### config.mk
export PLATFORM = sky130hd
export DESIGN_NAME = mdu_alu_ctrl
export DESIGN_NICKNAME = d
export VERILOG_FILES = /design/src/rtl/mdu_pkg.sv /design/src/rtl/mdu_core.sv /design/src/rtl/mdu_alu_ctrl.sv
export SDC_FILE = /design/constraint.sdc
export NUM_CORES = 1
export LEC_CHECK = 0
export ABC_AREA = 1
export CORE_UTILIZATION = 55
export DETAILED_ROUTE_END_ITERATION = 6
export HOLD_SLACK_MARGIN = 0.15
export PLACE_DENSITY = 0.78
export SETUP_SLACK_MARGIN = 0.15
export SYNTH_ARGS = -nofsm -noshare
export SYNTH_HDL_FRONTEND = slang
export SYNTH_HIERARCHICAL = 1
export SYNTH_SLANG_ARGS = --single-unit
### constraint.sdc
create_clock -name clk -period 2.4 [get_ports clk]
set_clock_uncertainty 0.2 [all_clocks]
set_input_delay 0.24 -clock clk [delete_from_list [all_inputs] [get_ports clk]]
set_output_delay 0.24 -clock clk [all_outputs]
set_load 0.02 [all_outputs]
### src/rtl/mdu_pkg.sv
// ----------------------------------------------------------------------------
// mdu_pkg
// Shared definitions for the EX-stage ALU control decoder and the HI/LO
// multiply/divide unit: R-type funct codes, main-control op classes, the
// 4-bit ALU control codes and the sequencer state encoding.
// Optional feature macro: MDU_DIV_EN (see mdu_alu_ctrl).
// ----------------------------------------------------------------------------
package mdu_pkg;

    // Main-control op classes carried on alu_op
    localparam logic [1:0] AOP_ADD   = 2'b00;
    localparam logic [1:0] AOP_SUB   = 2'b01;
    localparam logic [1:0] AOP_RTYPE = 2'b10;
    localparam logic [1:0] AOP_NONE  = 2'b11;

    // R-type function codes
    localparam logic [5:0] F_ADD   = 6'b100000;
    localparam logic [5:0] F_ADDU  = 6'b100001;
    localparam logic [5:0] F_SUB   = 6'b100010;
    localparam logic [5:0] F_SUBU  = 6'b100011;
    localparam logic [5:0] F_AND   = 6'b100100;
    localparam logic [5:0] F_OR    = 6'b100101;
    localparam logic [5:0] F_XOR   = 6'b100110;
    localparam logic [5:0] F_NOR   = 6'b100111;
    localparam logic [5:0] F_SLT   = 6'b101010;
    localparam logic [5:0] F_SLTU  = 6'b101011;
    localparam logic [5:0] F_MFHI  = 6'b010000;
    localparam logic [5:0] F_MTHI  = 6'b010001;
    localparam logic [5:0] F_MFLO  = 6'b010010;
    localparam logic [5:0] F_MTLO  = 6'b010011;
    localparam logic [5:0] F_MULT  = 6'b011000;
    localparam logic [5:0] F_MULTU = 6'b011001;
    localparam logic [5:0] F_DIV   = 6'b011010;
    localparam logic [5:0] F_DIVU  = 6'b011011;

    // ALU control codes driven to the ALU
    localparam logic [3:0] ALU_AND  = 4'b0000;
    localparam logic [3:0] ALU_OR   = 4'b0001;
    localparam logic [3:0] ALU_ADD  = 4'b0010;
    localparam logic [3:0] ALU_XOR  = 4'b0011;
    localparam logic [3:0] ALU_SUB  = 4'b0110;
    localparam logic [3:0] ALU_SLT  = 4'b0111;
    localparam logic [3:0] ALU_SLTU = 4'b1000;
    localparam logic [3:0] ALU_NOR  = 4'b1100;
    localparam logic [3:0] ALU_NOP  = 4'b1111;

    // Multiply/divide sequencer states
    typedef enum logic [1:0] {
        ST_IDLE = 2'b00,
        ST_MUL  = 2'b01,
        ST_DIV  = 2'b10,
        ST_FIX  = 2'b11
    } mdu_state_e;

endpackage

### src/rtl/mdu_core.sv
// ----------------------------------------------------------------------------
// mdu_core
// Iterative unsigned datapath: shift-add multiplier and (with MDU_DIV_EN)
// restoring divider, one bit per step. Operands arrive already made
// non-negative; sign handling lives in the parent.
//
// Ports
//   clk, rst_n   clock, asynchronous active-low reset
//   i_start      load operands, clear counter (one cycle)
//   i_step       advance one iteration
//   i_op_div     operation is a divide (only with MDU_DIV_EN)
//   i_a          multiplier / dividend
//   i_b          multiplicand / divisor
//   o_hi, o_lo   product {hi,lo}, or remainder (hi) and quotient (lo)
//   o_last       current step is the final one (counter == DATA_W-1)
// Derived: CNT_W = $clog2(DATA_W)+1 counter width.
// ----------------------------------------------------------------------------
module mdu_core #(
    parameter int DATA_W = 32
) (
    input  logic              clk,
    input  logic              rst_n,
    input  logic              i_start,
    input  logic              i_step,
`ifdef MDU_DIV_EN
    input  logic              i_op_div,
`endif
    input  logic [DATA_W-1:0] i_a,
    input  logic [DATA_W-1:0] i_b,
    output logic [DATA_W-1:0] o_hi,
    output logic [DATA_W-1:0] o_lo,
    output logic              o_last
);

    localparam int CNT_W = $clog2(DATA_W) + 1;

    logic [DATA_W-1:0] r_hi;     // partial product high half / partial remainder
    logic [DATA_W-1:0] r_lo;     // multiplier shift reg / dividend-quotient shift reg
    logic [DATA_W-1:0] r_b;      // multiplicand / divisor
    logic [CNT_W-1:0]  r_cnt;

    logic [DATA_W-1:0] w_hi_nxt;
    logic [DATA_W-1:0] w_lo_nxt;
    logic [DATA_W:0]   w_sum;

`ifdef MDU_DIV_EN
    logic              r_div;
    logic [DATA_W:0]   w_shift;
    logic [DATA_W+1:0] w_diff;
`endif

    // Multiply step: conditionally add the multiplicand into the high half,
    // then shift the whole {carry, hi, lo} right by one.
    assign w_sum = {1'b0, r_hi} + (r_lo[0] ? {1'b0, r_b} : '0);

`ifdef MDU_DIV_EN
    // Divide step: shift the next dividend bit into the remainder and try
    // subtracting the divisor; the extra top bit of w_diff is the borrow.
    // With a zero divisor the trial never borrows, so the quotient fills
    // with ones and the remainder ends up equal to the dividend.
    assign w_shift = {r_hi, r_lo[DATA_W-1]};
    assign w_diff  = {1'b0, w_shift} - {2'b00, r_b};
`endif

    // NOTE: every signal assigned in always_comb gets a default first so no
    // path leaves it unassigned, which would otherwise infer a latch.
    always_comb begin
        w_hi_nxt = w_sum[DATA_W:1];
        w_lo_nxt = {w_sum[0], r_lo[DATA_W-1:1]};
`ifdef MDU_DIV_EN
        if (r_div) begin
            if (!w_diff[DATA_W+1]) begin
                w_hi_nxt = w_diff[DATA_W-1:0];
                w_lo_nxt = {r_lo[DATA_W-2:0], 1'b1};
            end else begin
                w_hi_nxt = w_shift[DATA_W-1:0];
                w_lo_nxt = {r_lo[DATA_W-2:0], 1'b0};
            end
        end
`endif
    end

    // NOTE: state is updated with non-blocking assignments so every register
    // samples the pre-edge values regardless of statement order.
    always_ff @(posedge clk or negedge rst_n) begin
        if (!rst_n) begin
            r_hi  <= '0;
            r_lo  <= '0;
            r_b   <= '0;
            r_cnt <= '0;
        end else if (i_start) begin
            r_hi  <= '0;
            r_lo  <= i_a;
            r_b   <= i_b;
            r_cnt <= '0;
        end else if (i_step) begin
            r_hi  <= w_hi_nxt;
            r_lo  <= w_lo_nxt;
            r_cnt <= r_cnt + CNT_W'(1);
        end
    end

`ifdef MDU_DIV_EN
    always_ff @(posedge clk or negedge rst_n) begin
        if (!rst_n) begin
            r_div <= 1'b0;
        end else if (i_start) begin
            r_div <= i_op_div;
        end
    end
`endif

    assign o_hi   = r_hi;
    assign o_lo   = r_lo;
    assign o_last = (r_cnt == CNT_W'(DATA_W - 1));

endmodule

### src/rtl/mdu_alu_ctrl.sv
// ----------------------------------------------------------------------------
// mdu_alu_ctrl
// EX-stage ALU control decoder with HI/LO registers and an iterative
// multiply/divide sequencer. Stalls the pipeline only when a HI/LO or
// mult/div instruction meets an operation already in flight.
//
// Macro MDU_DIV_EN: when defined, div/divu are supported; when undefined the
// divider is not built and div/divu decode as illegal.
//
// Parameters
//   DATA_W        operand and HI/LO width (even, >= 8)
// Ports
//   clk, rst_n    clock, asynchronous active-low reset
//   valid_in      EX-stage instruction valid
//   flush         kill EX instruction, abort in-flight operation
//   alu_op        main-control op class
//   funct         R-type function field
//   rs_data       operand A / dividend / mthi-mtlo source
//   rt_data       operand B / divisor
//   alu_ctrl_out  4-bit ALU control code (combinational)
//   hilo_out      HI for mfhi, else LO (combinational)
//   stall         hold IF/ID/EX this cycle (combinational)
//   busy          operation in flight (decoded from the state register)
//   illegal_op    valid R-type with unsupported funct (combinational)
// ----------------------------------------------------------------------------
module mdu_alu_ctrl
    import mdu_pkg::*;
#(
    parameter int DATA_W = 32
) (
    input  logic              clk,
    input  logic              rst_n,
    input  logic              valid_in,
    input  logic              flush,
    input  logic [1:0]        alu_op,
    input  logic [5:0]        funct,
    input  logic [DATA_W-1:0] rs_data,
    input  logic [DATA_W-1:0] rt_data,
    output logic [3:0]        alu_ctrl_out,
    output logic [DATA_W-1:0] hilo_out,
    output logic              stall,
    output logic              busy,
    output logic              illegal_op
);

    mdu_state_e r_state;
    mdu_state_e w_state_nxt;

    logic [DATA_W-1:0] r_hi;
    logic [DATA_W-1:0] r_lo;
    logic              r_neg_q;     // negate product / quotient in FIX

    logic [3:0]        w_alu_ctrl;
    logic              w_illegal_funct;
    logic              w_rtype;
    logic              w_mul_op;
    logic              w_div_op;
    logic              w_hilo_funct;
    logic              w_free;
    logic              w_accept;
    logic              w_mthi;
    logic              w_mtlo;
    logic              w_signed;
    logic              w_a_neg;
    logic              w_b_neg;
    logic              w_neg_q;
    logic [DATA_W-1:0] w_abs_a;
    logic [DATA_W-1:0] w_abs_b;
    logic              w_core_start;
    logic              w_core_step;
    logic              w_core_last;
    logic [DATA_W-1:0] w_core_hi;
    logic [DATA_W-1:0] w_core_lo;
    logic [2*DATA_W-1:0] w_prod;
    logic [2*DATA_W-1:0] w_prod_fix;
    logic [DATA_W-1:0] w_fix_hi;
    logic [DATA_W-1:0] w_fix_lo;
    logic              w_fix_write;

`ifdef MDU_DIV_EN
    logic              r_neg_r;     // negate remainder in FIX
    logic              r_is_div;
`endif

    // ------------------------------------------------------------------
    // ALU control decode
    // ------------------------------------------------------------------
    always_comb begin
        w_alu_ctrl      = ALU_NOP;
        w_illegal_funct = 1'b0;
        unique case (alu_op)
            AOP_ADD:  w_alu_ctrl = ALU_ADD;
            AOP_SUB:  w_alu_ctrl = ALU_SUB;
            AOP_NONE: w_alu_ctrl = ALU_NOP;
            AOP_RTYPE: begin
                case (funct)
                    F_ADD, F_ADDU: w_alu_ctrl = ALU_ADD;
                    F_SUB, F_SUBU: w_alu_ctrl = ALU_SUB;
                    F_AND:         w_alu_ctrl = ALU_AND;
                    F_OR:          w_alu_ctrl = ALU_OR;
                    F_XOR:         w_alu_ctrl = ALU_XOR;
                    F_NOR:         w_alu_ctrl = ALU_NOR;
                    F_SLT:         w_alu_ctrl = ALU_SLT;
                    F_SLTU:        w_alu_ctrl = ALU_SLTU;
                    F_MFHI, F_MTHI, F_MFLO, F_MTLO,
                    F_MULT, F_MULTU:
                                   w_alu_ctrl = ALU_NOP;
`ifdef MDU_DIV_EN
                    F_DIV, F_DIVU: w_alu_ctrl = ALU_NOP;
`else
                    // Divider not built: div/divu are unsupported functs.
                    F_DIV, F_DIVU: w_illegal_funct = 1'b1;
`endif
                    default:       w_illegal_funct = 1'b1;
                endcase
            end
        endcase
    end

    assign alu_ctrl_out = w_alu_ctrl;
    assign illegal_op   = valid_in & (alu_op == AOP_RTYPE) & w_illegal_funct;

    // ------------------------------------------------------------------
    // HI/LO instruction classification. Only R-type instructions carry a
    // real funct field, so the class is qualified with alu_op.
    // ------------------------------------------------------------------
    assign w_rtype  = valid_in & (alu_op == AOP_RTYPE);
    assign w_mul_op = (funct == F_MULT) | (funct == F_MULTU);
`ifdef MDU_DIV_EN
    assign w_div_op = (funct == F_DIV) | (funct == F_DIVU);
`else
    assign w_div_op = 1'b0;
`endif
    assign w_hilo_funct = (funct == F_MFHI) | (funct == F_MFLO) |
                          (funct == F_MTHI) | (funct == F_MTLO) |
                          w_mul_op | w_div_op;

    assign busy  = (r_state != ST_IDLE);
    assign stall = w_rtype & busy & w_hilo_funct;

    assign w_free   = w_rtype & ~flush & ~busy;
    assign w_accept = w_free & (w_mul_op | w_div_op);
    assign w_mthi   = w_free & (funct == F_MTHI);
    assign w_mtlo   = w_free & (funct == F_MTLO);

    // Signed variants feed magnitudes to the core and remember the sign.
    // A zero divisor keeps the all-ones quotient uncorrected. The most
    // negative dividend over -1 needs no special case: its magnitude
    // negated back is the dividend itself, with remainder 0.
    assign w_signed = (funct == F_MULT) | (funct == F_DIV);
    assign w_a_neg  = w_signed & rs_data[DATA_W-1];
    assign w_b_neg  = w_signed & rt_data[DATA_W-1];
    assign w_abs_a  = w_a_neg ? -rs_data : rs_data;
    assign w_abs_b  = w_b_neg ? -rt_data : rt_data;
    assign w_neg_q  = (w_a_neg ^ w_b_neg) & ~(w_div_op & (rt_data == '0));

    // ------------------------------------------------------------------
    // Sequencer FSM
    // ------------------------------------------------------------------
    always_ff @(posedge clk or negedge rst_n) begin
        if (!rst_n) begin
            r_state <= ST_IDLE;
            r_neg_q <= 1'b0;
        end else begin
            r_state <= w_state_nxt;
            if (w_accept) begin
                r_neg_q <= w_neg_q;
            end
        end
    end

`ifdef MDU_DIV_EN
    always_ff @(posedge clk or negedge rst_n) begin
        if (!rst_n) begin
            r_neg_r  <= 1'b0;
            r_is_div <= 1'b0;
        end else if (w_accept) begin
            r_neg_r  <= w_a_neg & w_div_op;   // remainder takes the dividend's sign
            r_is_div <= w_div_op;
        end
    end
`endif

    always_comb begin
        w_state_nxt  = r_state;
        w_core_start = 1'b0;
        w_core_step  = 1'b0;
        unique case (r_state)
            ST_IDLE: begin
                if (w_accept) begin
                    w_core_start = 1'b1;
                    w_state_nxt  = w_div_op ? ST_DIV : ST_MUL;
                end
            end
            ST_MUL: begin
                w_core_step = 1'b1;
                if (w_core_last) w_state_nxt = ST_FIX;
            end
`ifdef MDU_DIV_EN
            ST_DIV: begin
                w_core_step = 1'b1;
                if (w_core_last) w_state_nxt = ST_FIX;
            end
`endif
            ST_FIX:  w_state_nxt = ST_IDLE;
            default: w_state_nxt = ST_IDLE;
        endcase
        // Abort wins over everything once an operation is in flight.
        if (flush && (r_state != ST_IDLE)) begin
            w_state_nxt = ST_IDLE;
        end
    end

    mdu_core #(
        .DATA_W (DATA_W)
    ) u_core (
        .clk      (clk),
        .rst_n    (rst_n),
        .i_start  (w_core_start),
        .i_step   (w_core_step),
`ifdef MDU_DIV_EN
        .i_op_div (w_div_op),
`endif
        .i_a      (w_abs_a),
        .i_b      (w_abs_b),
        .o_hi     (w_core_hi),
        .o_lo     (w_core_lo),
        .o_last   (w_core_last)
    );

    // ------------------------------------------------------------------
    // Sign correction and HI/LO write-back
    // ------------------------------------------------------------------
    assign w_prod     = {w_core_hi, w_core_lo};
    assign w_prod_fix = r_neg_q ? -w_prod : w_prod;

    always_comb begin
        w_fix_hi = w_prod_fix[2*DATA_W-1:DATA_W];
        w_fix_lo = w_prod_fix[DATA_W-1:0];
`ifdef MDU_DIV_EN
        if (r_is_div) begin
            w_fix_lo = r_neg_q ? -w_core_lo : w_core_lo;
            w_fix_hi = r_neg_r ? -w_core_hi : w_core_hi;
        end
`endif
    end

    assign w_fix_write = (r_state == ST_FIX) & ~flush;

    // NOTE: HI/LO are architectural state and are explicitly reset to zero;
    // a reset mid-operation therefore also discards any pending result.
    always_ff @(posedge clk or negedge rst_n) begin
        if (!rst_n) begin
            r_hi <= '0;
            r_lo <= '0;
        end else if (w_fix_write) begin
            r_hi <= w_fix_hi;
            r_lo <= w_fix_lo;
        end else begin
            if (w_mthi) r_hi <= rs_data;
            if (w_mtlo) r_lo <= rs_data;
        end
    end

    assign hilo_out = (funct == F_MFHI) ? r_hi : r_lo;

endmodule

# Yosys cells after proc, flatten, opt, wreduce, memory -nomap -nowiden
# Cells that the tools add are included.
dict set report op_classes {
  muxes 26
  add_sub_neg 5
  n_eq_ne 25
  bitwise_logic 21
  reduce_logical 11
}
# op count
set op_table {}
lappend op_table {{$mux W32} 12}
lappend op_table {{$mux W64} 1}
lappend op_table {{$neg A32 Y32} 2}
lappend op_table {{$neg A64 Y64} 1}
lappend op_table {{$eq A6 B6 Y1 const B} 10}
lappend op_table {{$eq A6 B5 Y1 const B} 8}
lappend op_table {{$add A32 B33 Y33} 1}
lappend op_table {{$pmux W4 S8} 1}
lappend op_table {{$pmux W4 S4} 1}
lappend op_table {{$reduce_or A16 Y1} 1}
lappend op_table {{$and A1 B1 Y1} 12}
lappend op_table {{$mux W6} 2}
lappend op_table {{$reduce_bool A2 Y1} 4}
lappend op_table {{$add A6 B1 Y6 const B} 1}
lappend op_table {{$eq A2 B2 Y1 const B} 3}
lappend op_table {{$mux W2} 3}
lappend op_table {{$or A1 B1 Y1} 6}
lappend op_table {{$mux W1} 5}
lappend op_table {{$eq A2 B1 Y1 const B} 2}
lappend op_table {{$logic_not A2 Y1} 2}
lappend op_table {{$pmux W2 S2} 1}
lappend op_table {{$reduce_or A2 Y1} 2}
lappend op_table {{$ne A3 B2 Y1 const B} 1}
lappend op_table {{$ne A3 B3 Y1 const B} 1}
lappend op_table {{4 further kinds} 5}
dict set report totals {
  in_bits 76
  out_inout_bits 39
  word_cells 96
  reg_bits 169
}

# Depth between registers and ports, before layout
dict set report depth {
  word_depth 8
  mapped_depth 18
}

# Cells and area by module
# Netlist, hierarchy kept.
# mod cells_per_inst area_per_inst_um2 n_inst
set by_module_without_submodules {}
lappend by_module_without_submodules {mdu_alu_ctrl 1399 7873.8 1}
lappend by_module_without_submodules {mdu_core 1001 6690.2 1}

# Worst setup path after synthesis
# No wires, ideal clock.
dict set report synth_timing {
  path_kind {reg-to-reg}
  startpoint {register u_core.r_lo[0] (netlist: u_core/o_lo[0])}
  endpoint {register u_core.r_hi[27] (netlist: u_core/o_hi[27])}
  path_buffers 2
  arrival_ns 2.223
  slack_ns -0.141
  required_ns 2.083
  period_less_slack_ns 2.541
  stages_incl_launch_ff 18
  path_cell_list {dfrtp_1 > clkbuf_1 > clkbuf_1 > nand2_1 > inv_1 > ha_1 > inv_1 > fa_1 > inv_1 > nand3_1 > nand3_1 > nand3_1 > nand3_1 > nand2_1 > nand2_1 > nand2_1 > nand3_1 > nand2_1}
}
dict set report synth_via {
  elab_chain_len 4
}
# element line_no
set synth_lines {}
lappend synth_lines {{from (decl)} mdu_core.sv:38} ;# logic [DATA_W-1:0] r_lo;
lappend synth_lines {{from (signal assigned)} mdu_core.sv:93} ;# r_lo <= i_a;
lappend synth_lines {{from (signal assigned)} mdu_core.sv:98} ;# r_lo <= w_lo_nxt;
lappend synth_lines {{$mux W32} mdu_core.sv:54} ;# assign w_sum = {1'b0, r_hi} + (r_lo[0] ? {1'b0, r_b} : '0);
lappend synth_lines {{$add A32 B33 Y33} mdu_core.sv:54}
lappend synth_lines {{$mux W32} mdu_core.sv:96} ;# end else if (i_step) begin
lappend synth_lines {{$mux W32} mdu_core.sv:91} ;# end else if (i_start) begin
lappend synth_lines {{to (signal assigned)} mdu_core.sv:97} ;# r_hi <= w_hi_nxt;
lappend synth_lines {{to (decl)} mdu_core.sv:37} ;# logic [DATA_W-1:0] r_hi;
# Every way passes these cells. The select of a mux whose other input is x is not followed.
# A chain may end at the register's enable or synchronous reset.

# Final worst setup path
dict set report layout_timing {
  startpoint {register u_core.r_lo[0] (netlist: u_core/o_lo[0])}
  endpoint {register u_core.r_hi[14] (netlist: u_core/o_hi[14])}
}
# Same word-level chain as after synthesis.

==> impl_metrics.yaml <==
synthesis:
  syn_nets: 2513
  synth-async-reset-ratio: 1.00
  synthCells: 2400
  synthFlopType: "dfrtp_1"
  seq_area_frac_synth: 0.290
  yosysUniqueCellTypes: 45
  synth_edf_count: 0
  synth-seq-cells: 169
  ys_warn_count: 6
  syn-cell-area_sq_um: 14600
  syn_area_per_cell_sq_um: 6.07
global_route:
  grt_pass1_wl_um: 84800
  antenna_found_initial: 1
  grt_usage: 0.410
  grt_max_degree: 65
  grt_pass1_vias: 16600
  grt.overflow.total: 0
route:
  wl_met3_um: 5120
  drc: 2
  drtIter0Drc: 2113
  via_per_inst: 5.83
  num_vias: 17800
  postRouteAntennaNets: 0
  dr_wl_met2_um: 27800
  routedWlPerCell_um: 19.4
  m1WireLength_um: 21700
  drt-total-wl_um: 59100
  dr.pass1.iters: 7
  top_layer_used: "met5"
final_layout:
  fin_util: 0.753
  nFillCells: 2056
  area_growth_pct: 34.4
  diodes: 0
  drive_gt1_frac: 0.210
  nets: 2819
pwr:
  p_leak_nw: 10.2
  p_seq_frac: 0.229
  p_int_mw: 9.98
  p_sw_frac: 0.513
  power_density_nw_per_um2: 1050
  power_frac_clock: 0.144
  power_switching_mw: 10.5
  peakVddDrop_mv: 0.675
  p_comb_frac: 0.627
outcome:
  violations: "design-rule violations, negative setup slack"
  status: "finished, violations left"
timing:
  fmax_ghz: 0.405
  tightest_slew_ps: 1020
  hold_viol: 0
  rsz0062_at_grt: "true"
  slew_headroom: 0.316
  finalMaxSlewViolations: 0
  setup_viol: 9
  period_share: 1.03
  layout_min_cycle_time_ps: 2470
  finalWorstSetupSlack_ps: -69.6
  totalNegativeSetupSlack_ps: -269
clock_network:
  cts.htree.levels: 4
  cts_made_buffers: 17
  worstSkewPairLatency_ps: 460
  cts_tree: "built"
  cts_root_buf: "clkbuf_16"
  clkTransAtPathRegs_ps: 80
  cts.sinks: 169
  clockBufferDepth: 2
job:
  drv_cap: 0
worst_setup_path:
  cp-start-kind: "register"
  path_max_fanout: 4
  end_kind: "register"
  cp.arrival_ps: 2590
  cp.required_ps: 2520
  worstSetupPathType: "reg -> reg"
die:
  initial_core_util: 0.560
  die_w_um: 165
  dieArea_sq_um: 27100
  core_sq_um: 26000
  die_y_um: 165
  rows: 59
  ioPinCount: 115
placed_design:
  io_buffers: 114
  place_hpwl_um: 41300
  gp_congestion: 1.05
min_path:
  hp-class: "in -> async"
==> state kept, by name, indices dropped and copies added, names as in the netlist <==
name	cells
u_core/o_lo	32
r_lo	32
r_neg_q	1
u_core/o_hi	32
u_core/r_cnt	6
r_hi	32
r_state	2
u_core/r_b	32
==> metrics by stage <==
stage,total power [mW],cell area (sq um),hold slack (ps),cells,setup slack (ps)
after detailed placement,15.8,17500,31.0,2986,-261
after CTS,19.1,18700,202,3029,5.22
final,20.5,19600,217,3054,-69.6
after global placement,15.6,17500,27.5,2986,-192
after global routing,21.7,19600,228,3054,-195
after floorplan,11.2,14600,-256,2400,155
==> power groups by stage <==
stage	Sequential (mW)	Combinational, mW	Clock, mW
floorplan	4.35	6.87	0
global placement	4.57	11.0	0
detailed placement	4.59	11.2	0
CTS	4.61	11.6	2.94
global route	4.78	13.9	3.06
finish	4.70	12.9	2.96
==> routing by layer <==
metal  global-route usage  vias up
li1                     -     8186
met1                0.476     8222
met2                0.707     1104
met3               0.0563      302
met4                0.264        2
met5                    0        -
==> timing repair <==
action,CTS,global route
hold buffers,3,0
pin swaps,10,32
hold endpoints to repair,169,0
setup buffers,8,17
cloned,0,8
setup endpoints to repair,93,117
resized for setup,226,209
==> final timing paths <==
path / start / end / slack (ps) / cells past startpoint
max: u_core/o_lo[0]$_DFFE_PN0P_ / u_core/o_hi[14]$_DFFE_PN0P_ / -70 / 13
max reg2reg: u_core/o_lo[0]$_DFFE_PN0P_ / u_core/o_hi[14]$_DFFE_PN0P_ / -70 / 13
max in group asynchronous: rst_n / r_hi[7]$_DFFE_PN0P_ / 360 / 3
min: rst_n / u_core/o_lo[4]$_DFFE_PN0P_ / 220 / 3
min reg2reg: u_core/r_b[8]$_DFFE_PN0P_ / u_core/r_b[8]$_DFFE_PN0P_ / 270 / 2
min in group clk: u_core/r_b[8]$_DFFE_PN0P_ / u_core/r_b[8]$_DFFE_PN0P_ / 270 / 2
==> cells by family after synthesis <==
kind of cell / count (synthesis) / share of synthesized area
adder cells (fa/ha/maj): 37 / 0.0323
buffers and inverters: 468 / 0.126
AND/OR/NAND/NOR: 1393 / 0.401
AO/OA/AOI/OAI: 269 / 0.112
flip-flops: 169 / 0.290
XOR/XNOR: 64 / 0.0385
==> cell usage after synthesis (3+ instances only) <==
library cell,number,area share
nand2_1,828,0.21
inv_1,378,0.097
nor2_1,257,0.066
nand3_1,198,0.068
dfrtp_1,169,0.29
o21ai_0,92,0.032
xor2_1,48,0.029
a21oi_1,44,0.015
ha_1,36,0.031
o22ai_1,36,0.015
clkbuf_1,34,0.0088
o221ai_1,34,0.020
nand4_1,32,0.014
o21ai_1,26,0.0089
nor3_1,22,0.0076
buf_2,21,0.0072
o211ai_1,19,0.0098
xnor2_1,16,0.0096
inv_2,14,0.0036
nand3b_1,12,0.0062
nand2_2,11,0.0047
nor2_2,11,0.0047
clkinv_1,7,0.0018
buf_4,6,0.0031
o21bai_1,6,0.0031
buf_1,4,0.0010
buf_6,4,0.0031
nor2_4,4,0.0031
nand3_2,3,0.0021
nor3_2,3,0.0021
nor3_4,3,0.0034
o21bai_2,3,0.0023
or2_2,3,0.0013
==> critical path: stages (launching register included) <==
cell and delay [ps]:
dfrtp_2 470, buf_4 180, nand2_1 110, inv_1 60
ha_1 280, nand2_1 130, nand2_1 100, nand3_1 110
nand2_2 70, nand2_1 110, nand2_2 110, buf_4 150
xnor2_1 160, o21ai_1 90
==> cells in the final DEF (no fill, tap or decap), drive strengths merged, types with 2 or more instances in the layout <==
master | Yosys | layout
dlymetal6s2s | 0 | 6
nand3b | 12 | 12
nand2 | 841 | 841
nor2 | 273 | 274
a22oi | 2 | 2
nor4 | 2 | 2
nand4 | 32 | 32
o21ai | 120 | 120
ha | 36 | 36
dlygate4sd2 | 0 | 2
nand3 | 201 | 201
o22ai | 36 | 36
buf | 35 | 259
a21oi | 45 | 45
dlygate4sd3 | 0 | 2
clkinv | 7 | 10
xor2 | 48 | 48
clkbuf | 34 | 23
inv | 392 | 399
or2 | 4 | 4
clkinvlp | 0 | 3
o21bai | 9 | 9
xnor2 | 16 | 16
nor3 | 28 | 28
o211ai | 19 | 19
clkdlybuf4s15 | 0 | 12
dfrtp | 169 | 169
o221ai | 34 | 34
clkdlybuf4s50 | 0 | 69
a21o | 2 | 2
==> area by class of cell <==
class                      instances  area, sq um  share of cell area
multi-input combinational       1764         9560               0.489
sequential                       169         4230               0.216
timing repair buffer             355         3240               0.165
inverter                         399         1500              0.0769
clock buffer                      18          439              0.0224
tap                              335          419              0.0214
clock inverter                    14          176             0.00902
Note: power is estimated with default switching activity, not from simulation.
